**config.mk**
```make
export PLATFORM = sky130hd
export DESIGN_NAME = npu_mac_seq
export DESIGN_NICKNAME = d
export VERILOG_FILES = /design/src/rtl/npu_mac_seq.sv
export SDC_FILE = /design/constraint.sdc
export NUM_CORES = 1
export LEC_CHECK = 0
export CORE_MARGIN = 2
export CORE_UTILIZATION = 48
export DETAILED_ROUTE_END_ITERATION = 6
export PLACE_DENSITY_LB_ADDON = 0.15
export SYNTH_ARGS = -nofsm -noshare
export SYNTH_HDL_FRONTEND = slang
export SYNTH_SLANG_ARGS = --single-unit
```
**constraint.sdc**
```tcl
create_clock -name clk -period 2.27 [get_ports clk]
set_input_delay 0.227 -clock clk [delete_from_list [all_inputs] [get_ports clk]]
set_output_delay 0.227 -clock clk [all_outputs]
set_load 0.02 [all_outputs]
```
**src/rtl/npu_mac_seq.sv**
```systemverilog
`timescale 1ns/1ps
// npu_mac_seq: address/strobe sequencer for one MAC engine evaluating a
// fully-connected layer (N dot products of length L) against 1-cycle RAMs.
module npu_mac_seq #(
   parameter int unsigned DATA_WIDTH = 8,
   parameter int unsigned LEN_W      = 8,
   parameter int unsigned NEU_W      = 6,
   parameter int unsigned W_ADDR_W   = 14
) (
   input  logic                  clk,
   input  logic                  rst,
   input  logic                  start,
   input  logic                  abort,
   input  logic [LEN_W-1:0]      cfg_vec_len,
   input  logic [NEU_W-1:0]      cfg_num_neurons,
   output logic                  busy,
   output logic                  done,
   output logic                  err,
   output logic                  mem_rd_en,
   output logic [W_ADDR_W-1:0]   w_addr,
   output logic [LEN_W-1:0]      a_addr,
   output logic                  mac_en,
   output logic                  start_p,
   output logic                  last_p,
   input  logic                  mac_valid,
   input  logic [DATA_WIDTH-1:0] mac_out,
   input  logic                  mac_overflow,
   output logic                  res_valid,
   output logic [NEU_W-1:0]      res_addr,
   output logic [DATA_WIDTH-1:0] res_data,
   output logic                  res_ovf,
   output logic [NEU_W-1:0]      ovf_count
);

   localparam int unsigned OVF_DLY    = 3;
   localparam int unsigned FLUSH_W    = 2;
   localparam logic [FLUSH_W-1:0] FLUSH_LAST = FLUSH_W'(3);

   typedef enum logic [1:0] {
      S_IDLE  = 2'd0,
      S_RUN   = 2'd1,
      S_DRAIN = 2'd2,
      S_FLUSH = 2'd3
   } state_e;

   state_e                state_q, state_d;
   logic [LEN_W-1:0]      len_q;
   logic [NEU_W-1:0]      num_q;
   logic [LEN_W-1:0]      k_q;
   logic [NEU_W-1:0]      n_q;
   logic [W_ADDR_W-1:0]   w_addr_q;
   logic                  mem_rd_en_q;
   logic                  mac_en_q, start_p_q, last_p_q;
   logic [OVF_DLY-1:0]    vld_pipe_q, fst_pipe_q;
   logic                  flag_q, flag_d;
   logic                  res_valid_q, res_ovf_q;
   logic [NEU_W-1:0]      res_addr_q, res_cnt_q, ovf_count_q;
   logic [DATA_WIDTH-1:0] res_data_q;
   logic                  busy_q, done_q, err_q;
   logic [FLUSH_W-1:0]    flush_cnt_q;

   logic cfg_ok_c, accept_c, reject_c, active_c, abort_c;
   logic first_c, last_c, final_issue_c, issue_ok_c;
   logic mac_acc_c, run_done_c, flush_end_c;
   logic [LEN_W-1:0] len_last_c;
   logic [NEU_W-1:0] num_last_c;

   // State register
   always_ff @(posedge clk or negedge rst) begin
      if (!rst) state_q <= S_IDLE;
      else      state_q <= state_d;
   end

   // Next-state decode; abort has priority over normal progress
   always_comb begin
      state_d = state_q;
      case (state_q)
         S_IDLE:  if (accept_c) state_d = S_RUN;
         S_RUN: begin
            if (abort_c)            state_d = S_FLUSH;
            else if (final_issue_c) state_d = S_DRAIN;
         end
         S_DRAIN: begin
            if (abort_c)         state_d = S_FLUSH;
            else if (run_done_c) state_d = S_IDLE;
         end
         S_FLUSH: if (flush_end_c) state_d = S_IDLE;
         default: state_d = S_IDLE;
      endcase
   end

   // Control decode shared by the FSM and the datapath registers
   always_comb begin
      len_last_c    = LEN_W'(len_q - LEN_W'(1));
      num_last_c    = NEU_W'(num_q - NEU_W'(1));
      cfg_ok_c      = (cfg_vec_len != '0) && (cfg_num_neurons != '0);
      accept_c      = (state_q == S_IDLE) && start && cfg_ok_c;
      reject_c      = (state_q == S_IDLE) && start && !cfg_ok_c;
      active_c      = (state_q == S_RUN) || (state_q == S_DRAIN);
      abort_c       = active_c && abort;
      first_c       = (k_q == '0);
      last_c        = (k_q == len_last_c);
      final_issue_c = mem_rd_en_q && last_c && (n_q == num_last_c);
      issue_ok_c    = mem_rd_en_q && !abort_c;
      mac_acc_c     = active_c && mac_valid && !abort_c;
      run_done_c    = (state_q == S_DRAIN) && res_valid_q && (res_addr_q == num_last_c) && !abort_c;
      flush_end_c   = (state_q == S_FLUSH) && (flush_cnt_q == FLUSH_LAST);
      // First element of a neuron reloads the sticky flag, later ones accumulate
      flag_d = flag_q;
      if (vld_pipe_q[OVF_DLY-1]) begin
         flag_d = fst_pipe_q[OVF_DLY-1] ? mac_overflow : (flag_q | mac_overflow);
      end
   end

   // Issue stage: config latch, k/n counters and incrementing weight address
   always_ff @(posedge clk or negedge rst) begin
      if (!rst) begin
         len_q       <= '0;
         num_q       <= '0;
         k_q         <= '0;
         n_q         <= '0;
         w_addr_q    <= '0;
         mem_rd_en_q <= 1'b0;
      end else if (accept_c) begin
         len_q       <= cfg_vec_len;
         num_q       <= cfg_num_neurons;
         k_q         <= '0;
         n_q         <= '0;
         w_addr_q    <= '0;
         mem_rd_en_q <= 1'b1;
      end else if (mem_rd_en_q) begin
         if (abort_c || final_issue_c) begin
            mem_rd_en_q <= 1'b0;
         end else begin
            w_addr_q <= W_ADDR_W'(w_addr_q + W_ADDR_W'(1));
            if (last_c) begin
               k_q <= '0;
               n_q <= NEU_W'(n_q + NEU_W'(1));
            end else begin
               k_q <= LEN_W'(k_q + LEN_W'(1));
            end
         end
      end
   end

   // MAC strobes (one cycle behind issue, aligned with RAM data) and overflow tracking pipe
   always_ff @(posedge clk or negedge rst) begin
      if (!rst) begin
         mac_en_q   <= 1'b0;
         start_p_q  <= 1'b0;
         last_p_q   <= 1'b0;
         vld_pipe_q <= '0;
         fst_pipe_q <= '0;
         flag_q     <= 1'b0;
      end else begin
         mac_en_q   <= issue_ok_c;
         start_p_q  <= issue_ok_c && first_c;
         last_p_q   <= issue_ok_c && last_c;
         vld_pipe_q <= {vld_pipe_q[OVF_DLY-2:0], issue_ok_c};
         fst_pipe_q <= {fst_pipe_q[OVF_DLY-2:0], issue_ok_c && first_c};
         flag_q     <= accept_c ? 1'b0 : flag_d;
      end
   end

   // Result capture, overflow statistics and run status
   always_ff @(posedge clk or negedge rst) begin
      if (!rst) begin
         res_valid_q <= 1'b0;
         res_addr_q  <= '0;
         res_data_q  <= '0;
         res_ovf_q   <= 1'b0;
         res_cnt_q   <= '0;
         ovf_count_q <= '0;
         busy_q      <= 1'b0;
         done_q      <= 1'b0;
         err_q       <= 1'b0;
         flush_cnt_q <= '0;
      end else begin
         res_valid_q <= mac_acc_c;
         done_q      <= run_done_c;
         err_q       <= reject_c;
         if (mac_acc_c) begin
            res_addr_q <= res_cnt_q;
            res_data_q <= mac_out;
            res_ovf_q  <= flag_d | mac_overflow;
            res_cnt_q  <= NEU_W'(res_cnt_q + NEU_W'(1));
         end
         if (accept_c) begin
            res_cnt_q   <= '0;
            ovf_count_q <= '0;
         end else if (res_valid_q && res_ovf_q && (ovf_count_q != '1)) begin
            ovf_count_q <= NEU_W'(ovf_count_q + NEU_W'(1));
         end
         if (accept_c)                      busy_q <= 1'b1;
         else if (run_done_c || flush_end_c) busy_q <= 1'b0;
         if (abort_c)                   flush_cnt_q <= '0;
         else if (state_q == S_FLUSH)   flush_cnt_q <= FLUSH_W'(flush_cnt_q + FLUSH_W'(1));
      end
   end

   assign busy      = busy_q;
   assign done      = done_q;
   assign err       = err_q;
   assign mem_rd_en = mem_rd_en_q;
   assign w_addr    = w_addr_q;
   assign a_addr    = k_q;
   assign mac_en    = mac_en_q;
   assign start_p   = start_p_q;
   assign last_p    = last_p_q;
   assign res_valid = res_valid_q;
   assign res_addr  = res_addr_q;
   assign res_data  = res_data_q;
   assign res_ovf   = res_ovf_q;
   assign ovf_count = ovf_count_q;

endmodule

```
==> reports/metrics.csv, run 1 <==
metric;value;unit
Worst Reg-to-Reg Cells;7;
multi-input combinational cell area;2410;um^2
CP max FO;7;
Util after Layout;69.4;%
Final setup violation count;23;
largest cells by area after synthesis;dfrtp_1, nand2_1, xnor2_1, ha_1, xor2_1;
HPWL after DPL;8220;um
clock tree buffer depth;2;
H-tree levels;3;
Area Growth Syn to Fin;42.6;%
Required @ worst endpoint;2510;ps
Reg clk slew, reported paths;90;ps
Root Buffer;clkbuf_8;
crit path launch;num_q[0];
Core ar.;9110;um^2
crit path kind;reg2reg;
Synth cell types;58;
CTS tree;done;
fin crit share;104;%
Worst Slack Setup Final;-100;ps
Peak VDD IR;0.653;mV
Mapped Cells;471;
ANT nets after route;0;
Nets;662;
Die ar.;10000;um^2
Synth Flop Type;dfrtp_1;
Synth area leader;dfrtp_1;
Reg2Reg Setup Slack;-100;ps
area share of the largest cell type after synthesis;48.6;%
worst r2r dst;a_addr[2];
drt drc;0;
element type at the critical path start;flip-flop;
most frequent cells in the layout;nand2_1, dfrtp_1, clkdlybuf4s50_1;
I/O Buffers;78;
CTS buffer count;9;
status;finished with violations;
Post-Layout Cell Count;735;
Avg Cell Area, Syn;9.41;um^2
wire length of the first global-routing pass;18900;um
GPL Wtd Cong;0.856;
post-synthesis net count;513;
DR top layer;met4;
metal3 WL;493;um
YS warnings;0;
IO Pins;79;
final hold vios;0;
pwr dens;1190;nW/um^2
Tmin final;2370;ps
Tightest Hold Check Type;reg2reg;
GRT Overall Usage;23.8;%
worst hold stages;0;
highest clock rate;422;MHz
worst r2r src;num_q[0];
Rel. slew slack;60.5;%
routed vias/inst;5.39;
met2 WL;5610;um
router iterations before antenna repair;4;
Max-Cap Viols;0;
diode count;0;
failing checks;negative setup slack;
DR WL/cell;15.7;um
Data arrival, critical path;2610;ps
clock insertion delay at the later pin of the skew report;360;ps
vias in the first global route;3902;
largest net degree at the start of global routing;47;
Critical Path End Type;flip-flop;
unrepaired setup endpoints after global routing;true;
xor and xnor area share after synthesis;8.92;%
post-synthesis simple-gate area fraction;23.6;%
Cell Area, Synth;4430;um^2
grt ovf;0;
TritonCTS sink count;86;
commonest non-fill, non-tap cell in the layout;nand2_1;
largest family of logic cells by synthesized area;simple AND/OR/NAND/NOR gates;
layout cell share with drive strength beyond 1;23.4;%
Post-Place Cells;708;
worst-margin pin slew;592;ps
fraction of the mapped netlist area in adder cells;3.95;%
P_leak;0.00288;uW
clk_skew;8.97;ps
row count;35;
met1 wire length;5200;um
sequential share of the synthesized area;48.6;%
Worst Setup EP;a_addr[2];
final wirelength;11500;um
via count;3965;
Initial Util;48.7;%
register bit total from synthesis;86;
Post-synth EDFFs;0;
die width;100;um
Die Y;100;um
initial DRC count;149;
Synth async-reset ratio;100;%
Compound-Gate Fraction of Synth Area;10.6;%
multiplexer area fraction after synthesis;1.38;%
Filler cells;701;
Sequential cell area;2150;um^2
Slew Viols, Final;0;
initial antenna violation count;0;
-- routing by layer --
metal | vias up | global-route usage, %
li1 | 1922 | -
met1 | 1909 | 32.4
met2 | 117 | 38.8
met3 | 17 | 4.39
met4 | 0 | 7.80
met5 | - | 0
-- cells in the mapped netlist, types with 4 or more instances --
cell type,count
nand4_1,7
mux2i_1,5
or3_1,7
ha_1,14
and3_1,6
xnor2_1,24
nor4_1,5
dfrtp_1,86
inv_1,16
nor2b_1,4
or4_1,6
nor3_1,7
a21oi_1,19
nand2b_1,5
xor2_1,16
nor2_1,33
nand2_1,108
nand3_1,18
o21ai_0,20
clkbuf_1,9
-- metrics by stage --
stage                     setup WS (ps)  total power (uW)  area (um^2)  setup TNS (ps)  hold WS, ps
after floorplan                    -120              4250         4440            -472        -68.6
after global placement             -136              5710         5760           -1250          269
after detailed placement           -206              5820         5760           -2870          269
after CTS                          -101              7130         6090            -954          356
after global routing               -194              8030         6320           -3840          365
final                              -100              7530         6320           -1040          355
-- critical path, stage by stage, from the launching register on --
cell,delay [ps]
dfrtp_1,410
or4_4,550
nor2_4,110
xnor3_2,290
and2_4,190
a31oi_4,310
nor2_4,90
a221o_1,310
-- worst min path at each step --
stage                              from       endpoint  slack (ps)
after floorplan                     rst      a_addr[0]         -70
after global placement              rst      a_addr[4]         270
after detailed placement            rst      a_addr[1]         270
after CTS                 vld_pipe_q[1]  vld_pipe_q[2]         360
after global routing      vld_pipe_q[1]  vld_pipe_q[2]         360
final                     vld_pipe_q[1]  vld_pipe_q[2]         360
-- report_power, final --
| group | internal, uW | total (uW) | switching, uW |
|---|---|---|---|
| Combinational | 2000 | 4110 | 2110 |
| Clock | 511 | 1090 | 580 |
| Sequential | 1940 | 2330 | 387 |
| Total | 4450 | 7530 | 3080 |
-- area by class of cell --
class,instances,area share [%]
clock buffers,9,1.96
clock inverters,6,1.09
inverters,17,1.01
multi-input cells,353,38.2
flip-flops and latches,86,34.1
well taps,111,2.20
repair buffers,153,21.5
-- logic make-up after synthesis --
kind of cell	after synthesis
buffers and inverters	32
multiplexers	6
AO/OA/AOI/OAI	70
flip-flops	86
adder cells (fa/ha/maj)	14
XOR/XNOR	42
AND/OR/NAND/NOR	221
-- flip-flops by register name, summed over array words and instances, names as in the netlist --
name         cells
a_addr           8
busy             1
done             1
err              1
flag_q           1
flush_cnt_q      2
fst_pipe_q       3
last_p           1
len_q            8
mem_rd_en        1
n_q              6
num_q            6
ovf_count        6
res_addr         6
res_cnt_q        6
res_data         8
res_ovf          1
res_valid        1
state_q          2
vld_pipe_q       3
w_addr          14
-- repair_timing --
item                                    4_1_cts  5_1_grt
pin swaps                                    16       17
gates cloned                                  0        1
endpoints found under the setup margin       29       31
hold buffers                                  1        0
resized for setup                            22       43
setup buffers                                 4        6
endpoints found under the hold margin        43        0
(Power assumes the default switching activity.)
==> run 2, diff against run 1 <==
--- a/config.mk
+++ b/config.mk
@@ -9,6 +9,7 @@
 export CORE_UTILIZATION = 48
 export DETAILED_ROUTE_END_ITERATION = 6
 export PLACE_DENSITY_LB_ADDON = 0.15
+export SETUP_SLACK_MARGIN = 0.15
 export SYNTH_ARGS = -nofsm -noshare
 export SYNTH_HDL_FRONTEND = slang
 export SYNTH_SLANG_ARGS = --single-unit
==> run 2 against run 1 <==
  * The run still ends with negative setup slack left
  * Count of clock-buffer cells in the layout unchanged
  * Utilization grew 0.14 points
  * Final cell count down 0.27%
  * Die area did not move
  * Non-clock buffer count decreased by 2
  * Flip-flop and latch count unchanged
  * Combinational power about the same
  * Global-route usage increased by 0.056 points
  * Critical path type unchanged
  * Worst setup slack worse by 48 ps
  * Sequential share of layout area decreased by 0.087 points
==> reports/metrics.csv, run 2 (same netlist as run 1, synthesis figures left out) <==
metric;value;unit;change
Tmin final;2420;ps;was 2370 ps
Data arrival, critical path;2670;ps;was 2610 ps
TritonCTS sink count;86;;unchanged
Worst Reg-to-Reg Cells;8;;was 7
layout cell share with drive strength beyond 1;23.2;%;was 23.4%
Required @ worst endpoint;2520;ps;was 2510 ps
fin crit share;107;%;was 104%
largest net degree at the start of global routing;53;;was 47
Filler cells;704;;was 701
CTS buffer count;9;;unchanged
H-tree levels;3;;unchanged
unrepaired setup endpoints after global routing;true;;unchanged
Tightest Hold Check Type;in2async;;was reg2reg
DR WL/cell;15.4;um;was 15.7 um
max reg flops;14;;unchanged
post-route cell area;6330;um^2;was 6320 um^2
status;finished with violations;;unchanged
highest clock rate;414;MHz;was 422 MHz
Sequential cell area;2150;um^2;about the same
final hold vios;0;;unchanged
via count;3991;;was 3965
clock insertion delay at the later pin of the skew report;370;ps;was 360 ps
CP max stage delay;550;ps;about the same
Worst Slack Setup Final;-148;ps;was -100 ps
clock tree buffer depth;2;;unchanged
worst-margin pin slew;493;ps;was 592 ps
initial DRC count;130;;was 149
drt drc;0;;unchanged
IO Pins;79;;unchanged
CP max FO;5;;was 7
vias in the first global route;4078;;was 3902
CTS tree;done;;unchanged
grt ovf;0;;unchanged
row count;35;;unchanged
final wirelength;11300;um;was 11500 um
Nets;660;;was 662
routed vias/inst;5.44;;was 5.39
GRT Overall Usage;23.9;%;was 23.8%
Area Growth Syn to Fin;42.9;%;was 42.6%
Critical Path End Type;flip-flop;;unchanged
clk_skew;9.96;ps;was 8.97 ps
diode count;0;;unchanged
most used cell along the critical path;nor2_4;;unchanged
Slew Viols, Final;0;;unchanged
Post-Layout Cell Count;733;;was 735
initial antenna violation count;0;;unchanged
Slowest cell on crit path;or4_4;;unchanged
GPL Wtd Cong;0.894;;was 0.856
element type at the critical path start;flip-flop;;unchanged
Design Power;7500;uW;was 7530 uW
ANT nets after route;0;;unchanged
P_leak;0.00286;uW;was 0.00288 uW
most frequent cells in the layout;nand2_1, dfrtp_1, clkdlybuf4s50_1;;unchanged
Peak VDD IR;0.607;mV;was 0.653 mV
Initial Util;48.7;%;unchanged
Post-Place Cells;705;;was 708
failing checks;negative setup slack;;unchanged
Die ar.;10000;um^2;unchanged
wire length of the first global-routing pass;18900;um;unchanged
Rel. slew slack;67.0;%;was 60.5%
crit path kind;reg2reg;;unchanged
Reg clk slew, reported paths;90;ps;about the same
Root Buffer;clkbuf_8;;unchanged
pwr dens;1180;nW/um^2;was 1190 nW/um^2
router iterations before antenna repair;4;;unchanged
HPWL after DPL;8050;um;was 8220 um
multi-input combinational cell area;2400;um^2;was 2410 um^2
die width;100;um;unchanged
Max-Cap Viols;0;;unchanged
I/O Buffers;78;;unchanged
Final setup violation count;20;;was 23
DP Area;5780;um^2;was 5760 um^2
Die Y;100;um;unchanged
pre-CTS setup slack;-184;ps;was -206 ps
Core ar.;9110;um^2;unchanged
commonest non-fill, non-tap cell in the layout;nand2_1;;unchanged
critical path, cell by cell;or4_4 -> nor2_4 -> xnor3_2 -> and2_4 -> a31oi_4 -> buf_6 -> nor2_4 -> a221o_1;;was or4_4 -> nor2_4 -> xnor3_2 -> and2_4 -> a31oi_4 -> nor2_4 -> a221o_1
## run 2: power by group
part	total [uW]	switching (uW)	internal [uW]
Clock	1090	584	510
Combinational	4080	2090	1990
Sequential	2330	390	1940
Total	7500	3060	4440
## run 2: path summary, 6_finish.rpt
kind,slack [ps],endpoint,start
setup reg to reg,-150,a_addr[2],num_q[0]
hold / removal,350,a_addr[4],rst
setup / recovery,-150,a_addr[2],num_q[0]
max in group asynchronous,1290,res_cnt_q[3],rst
min in group clk,360,vld_pipe_q[2],vld_pipe_q[1]
hold reg to reg,360,vld_pipe_q[2],vld_pipe_q[1]
## run 2: area by class of cell
cell class / count / area share [%]
well taps: 111 / 2.19
clock inverters: 6 / 1.13
multi-input cells: 353 / 37.9
repair buffers: 151 / 21.9
inverters: 17 / 1.01
clock buffers: 9 / 1.96
flip-flops and latches: 86 / 34.0
## run 2: through the flow
step / hold slack [ps] / util [%] / setup TNS, ps
3_5_place_dp: 222 / 63.5 / -1620
2_1_floorplan: -68.6 / - / -452
5_1_grt: 364 / 69.5 / -3140
3_3_place_gp: 220 / 63.5 / -622
4_1_cts: 358 / 67.8 / -1170
6_report: 354 / 69.5 / -1200
## run 2: metal layers
| metal | up-vias | routed length, um | GRT usage, % |
|---|---|---|---|
| li1 | 1927 | - | - |
| met1 | 1945 | 4840 | 28.8 |
| met2 | 98 | 5730 | 42.6 |
| met3 | 21 | 491 | 4.11 |
| met4 | 0 | 231 | 9.27 |
| met5 | - | 0 | 0 |
## run 2: what timing repair did
action | 4_1_cts | 5_1_grt
hold buffers | 1 | 0
resized for setup | 40 | 29
cloned | 1 | 0
setup endpoints to repair | 32 | 32
pin swaps | 30 | 12
setup buffers | 4 | 7
endpoints found under the hold margin | 34 | 0
## run 2: worst max-delay path, delay by kind of cell (launching register included)
family                 cells  cell delay [ps]
buffers and inverters      1              140
flip-flops                 1              410
AO/OA/AOI/OAI              2              560
AND/OR/NAND/NOR            4              900
XOR/XNOR                   1              290
